`src/rtl/uart_rx.sv`:
```
// 8N1 UART receiver with a single-entry output register and valid/ready handoff.
// Frame and handshake errors are reported as registered one-cycle pulses.
module uart_rx #(
    parameter int CLKS_PER_BIT = 434
) (
    input  logic       i_clk,
    input  logic       i_rst,
    input  logic       i_rx,
    input  logic       i_ready,
    output logic [7:0] o_data,
    output logic       o_valid,
    output logic       o_frame_err,
    output logic       o_overrun,
    output logic       o_busy
);
    localparam int CW = $clog2(CLKS_PER_BIT);
    localparam logic [CW-1:0] LAST = CW'(CLKS_PER_BIT - 1);
    localparam logic [CW-1:0] HALF = CW'(CLKS_PER_BIT / 2 - 1);

    typedef enum logic [2:0] {IDLE, START, DATA, STOP, WAIT_HIGH} state_t;

    state_t        state, state_n;
    logic [CW-1:0] cnt, cnt_n;
    logic [2:0]    idx, idx_n;
    logic [7:0]    shreg, shreg_n;
    logic          rx_m, rx_s;
    logic          done, ferr;

    // Idle-high reset values keep a spurious start bit from appearing at reset release.
    always_ff @(posedge i_clk or negedge i_rst) begin
        if (!i_rst) begin
            rx_m <= 1'b1;
            rx_s <= 1'b1;
        end else begin
            rx_m <= i_rx;
            rx_s <= rx_m;
        end
    end

    always_ff @(posedge i_clk or negedge i_rst) begin
        if (!i_rst) begin
            state <= IDLE;
            cnt   <= '0;
            idx   <= '0;
            shreg <= '0;
        end else begin
            state <= state_n;
            cnt   <= cnt_n;
            idx   <= idx_n;
            shreg <= shreg_n;
        end
    end

    always_comb begin
        state_n = state;
        cnt_n   = cnt + 1'b1;
        idx_n   = idx;
        shreg_n = shreg;
        done    = 1'b0;
        ferr    = 1'b0;
        case (state)
            IDLE: begin
                cnt_n = '0;
                if (!rx_s) state_n = START;
            end
            START: begin
                // Re-check mid start bit so short low glitches are ignored.
                if (cnt == HALF) begin
                    cnt_n   = '0;
                    idx_n   = '0;
                    state_n = rx_s ? IDLE : DATA;
                end
            end
            DATA: begin
                if (cnt == LAST) begin
                    cnt_n   = '0;
                    shreg_n = {rx_s, shreg[7:1]};
                    if (idx == 3'd7) state_n = STOP;
                    else             idx_n   = idx + 1'b1;
                end
            end
            STOP: begin
                if (cnt == LAST) begin
                    cnt_n = '0;
                    if (rx_s) begin
                        done    = 1'b1;
                        state_n = IDLE;
                    end else begin
                        ferr    = 1'b1;
                        state_n = WAIT_HIGH;
                    end
                end
            end
            WAIT_HIGH: begin
                // A held-low (break) line must not be mistaken for a new start bit.
                cnt_n = '0;
                if (rx_s) state_n = IDLE;
            end
            default: state_n = IDLE;
        endcase
    end

    always_ff @(posedge i_clk or negedge i_rst) begin
        if (!i_rst) begin
            o_data      <= 8'h00;
            o_valid     <= 1'b0;
            o_frame_err <= 1'b0;
            o_overrun   <= 1'b0;
        end else begin
            o_frame_err <= ferr;
            o_overrun   <= 1'b0;
            if (done) begin
                // A same-cycle consume frees the slot for the new byte.
                if (!o_valid || i_ready) begin
                    o_data  <= shreg;
                    o_valid <= 1'b1;
                end else begin
                    o_overrun <= 1'b1;
                end
            end else if (o_valid && i_ready) begin
                o_valid <= 1'b0;
            end
        end
    end

    assign o_busy = (state != IDLE);

endmodule

```
`config.mk`:
```
export PLATFORM = sky130hd
export DESIGN_NAME = uart_rx
export DESIGN_NICKNAME = d
export VERILOG_FILES = /design/src/rtl/uart_rx.sv
export SDC_FILE = /design/constraint.sdc
export NUM_CORES = 1
export LEC_CHECK = 0
export ABC_CLOCK_PERIOD_IN_PS = 2870
export CORE_MARGIN = 5
export CORE_UTILIZATION = 59
export CTS_CLUSTER_DIAMETER = 60
export DETAILED_ROUTE_END_ITERATION = 8
export MAX_ROUTING_LAYER = met4
export PLACE_DENSITY = 0.88
export RECOVER_POWER = 100
export SYNTH_ARGS = -nofsm -noshare
export SYNTH_HDL_FRONTEND = slang
export SYNTH_SLANG_ARGS = --single-unit
```
`constraint.sdc`:
```
create_clock -name i_clk -period 2.87 [get_ports i_clk]
set_clock_uncertainty 0.1 [all_clocks]
set_input_delay 0.574 -clock i_clk [delete_from_list [all_inputs] [get_ports i_clk]]
set_output_delay 0.574 -clock i_clk [all_outputs]
set_load 0.005 [all_outputs]
```
==> impl_metrics.toml <==
[critical_path]
path_class = "flop to primary output"
crit_chain = "or3_1 > dlygate4sd3_1"
slowest_delay_ns = 0.58
cpLargestDelayFamily = "buffers and inverters"
cp_max_fo = 7
startpoint = "state[2]"
crit_buf_inv = 1
start_kind = "flop"
slowest_stage = "dlygate4sd3_1"
critPathCaptureType = "primary output"
critPathRequiredTime_ns = 2.20
worstPathArrival_ns = 1.78
r2r_start = "cnt[0]"

[synthesis]
syn_area_per_cell_um2 = 12.4
syn_nets = 141
netlist_area_mm2 = 0.00163
ys_seq_area_share_pct = 55.4
synth-seq-cells = 36
synth-edff-count = 0
synth_cell_type_count = 36
async_flop_share_pct = 100
ys.flop_type = "dfrtp_1"
yosysWarnings = 0
netlist_instances = 132

[routing]
wl_per_cell_um = 16.0
routed_wl_um = 2960
dr.pass1.iters = 4
post-route-drc-count = 0
ant_nets = 0
drtIter0Drc = 45
viasPerCell = 5.74
vias = 1062

[sta]
finalHoldViolations = 0
fmax_ghz = 0.408
min_period_ns = 2.45
rsz0062_at_grt = "false"
final-max-slew-violation-count = 0
setup_tns_ns = 0
tightest_slew_ns = 0.918
worst_slack_ns = 0.420
slew_headroom_pct = 38.4
setup_viol = 0
fin_hold_ws_ns = 0.263
post-route-period-util_pct = 85.4

[global_route]
grt_antenna_before_repair = 0
grt_use_total_pct = 17.8
grt_pass1_wl_um = 5290
grt_pass1_vias = 1173
grt_max_degree = 37
overflow = 0

[final_layout]
final_common_cell = "dfrtp_1"
antenna_cells = 0
final_area_mm2 = 0.00185
final_cells = 185
fin_util_pct = 68.2
area.growth.synth_to_final_pct = 13.3
finalNetCount = 162
layout_common_cells = "34 x dfrtp_1, 17 x mux2_2, 14 x dlygate4sd3_1"
drive_gt1_share_pct = 19.5

[cts]
clkSlewWorstSetupHoldPaths_ns = 0.11
postCtsSetupBuffers = 0
clock_sinks = 36
ctsHoldBuffers = 0
cts_resized = 0
clock_latency_ns = 0.35
clockRootBuffer = "clkbuf_4"
clk_path_buf_depth = 2
h-tree-depth = 2
numCtsBuffers = 5
cts_tree = "built"

[power]
power_switching_mw = 0.179
power.total_mw = 0.812
pwr-share-comb_pct = 1.8
switching_share_pct = 22.0
intPower_mw = 0.634
pwr-share-clk_pct = 35.3
ir_worst_vdd_v = 0.000422
static-leakage-power_nw = 0.885
pwr_density_cell_mw_per_mm2 = 440
seq_power_share_pct = 62.9

[job]
drv_cap = 0

[floorplan]
die_x_um = 62.6
core_mm2 = 0.00271
ioPinCount = 16
dieArea_mm2 = 0.00392
die_h_um = 62.6
initial_core_util_pct = 60.2
fp-row-count = 19

[hold_path]
min-delay-start = "rx_m"
hold_class = "flop to flop"

[placement]
hpwl_um = 2160
io_buffer_count = 15
post-place-ws_ns = 0.657
dp.cells = 177
place.gp.congestion = 0.868
placed_area_mm2 = 0.00182

[run_status]
status = "completed"
sequential cells by signal (all words and copies together), names as in the netlist:
name         count
o_valid          1
cnt              9
o_overrun        1
rx_s             1
rx_m             1
state            3
shreg            8
o_frame_err      1
o_data           8
idx              3
routing by layer:
| metal | global-route usage, % | part of all wire, % | up-vias |
|---|---|---|---|
| met5 | - | 0 | - |
| met4 | 10.9 | 2.4 | 0 |
| met3 | 4.68 | 4.0 | 8 |
| met2 | 29.9 | 54 | 21 |
| met1 | 18.5 | 39 | 531 |
| li1 | - | - | 502 |
path summary, 6_finish.rpt:
check | to | cells past startpoint | slack [ns]
min in group asynchronous | state[2] | 2 | 0.59
worst min register to register | rx_s | 0 | 0.26
max in group asynchronous | rx_m | 2 | 1.73
worst max register to register | cnt[4] | 6 | 0.51
worst max-delay path | o_busy | 2 | 0.42
worst min-delay path | rx_s | 0 | 0.26
cell usage after synthesis, drive strengths merged (2+ instances only):
cell type	number	area (µm²)
dfstp	2	52.6
buf	2	10.0
nand4	2	27.5
nor2b	3	18.8
a21oi	2	10.0
nand2b	3	18.8
mux2	17	191
inv	5	18.8
nand2	6	22.5
o21ai	3	15.0
xnor2	3	26.3
nand3	4	20.0
xor2	4	35.0
nor2	13	48.8
dfrtp	34	851
mux2i	2	20.0
ha	5	62.6
nor3	4	25.0
or3	3	18.8
cell type report:
| class | instances | area, µm² |
|---|---|---|
| Multi-Input combinational cell | 89 | 667 |
| Tap cell | 31 | 38.8 |
| Inverter | 5 | 18.8 |
| Timing Repair Buffer | 16 | 158 |
| Sequential cell | 36 | 903 |
| Fill cell | 207 | 862 |
| Clock inverter | 1 | 7.51 |
| Clock buffer | 7 | 55.1 |
power by group through the flow:
stage               Sequential, mW  Clock, mW  Combinational [mW]
finish                       0.511      0.287              0.0144
global route                 0.512      0.325              0.0169
CTS                          0.511      0.295              0.0157
detailed placement           0.521          0              0.0156
global placement             0.521          0              0.0153
floorplan                    0.520          0            0.000796
cells by family (layout without fill, tap and decap cells):
family          count (synthesis)  after routing  synth area share [%]
buf+inv                         7             29                  1.76
mux                            19             19                  13.0
fa+ha+maj                       5              5                  3.83
xor+xnor                        7              7                  3.76
simple gates                   48             48                  18.1
flops                          36             36                  55.4
compound gates                 10             10                  4.22
worst register-to-register path: cells and delay by family (launching register included):
| kind | cells | cell delay, ns |
|---|---|---|
| and+or+nand+nor | 3 | 1.30 |
| DFF | 1 | 0.43 |
| AOI/OAI and AO/OA | 1 | 0.18 |
| adders and majority gates | 1 | 0.14 |
| buffers and inverters | 1 | 0.07 |
No activity file was read; power rests on OpenSTA's default activity.
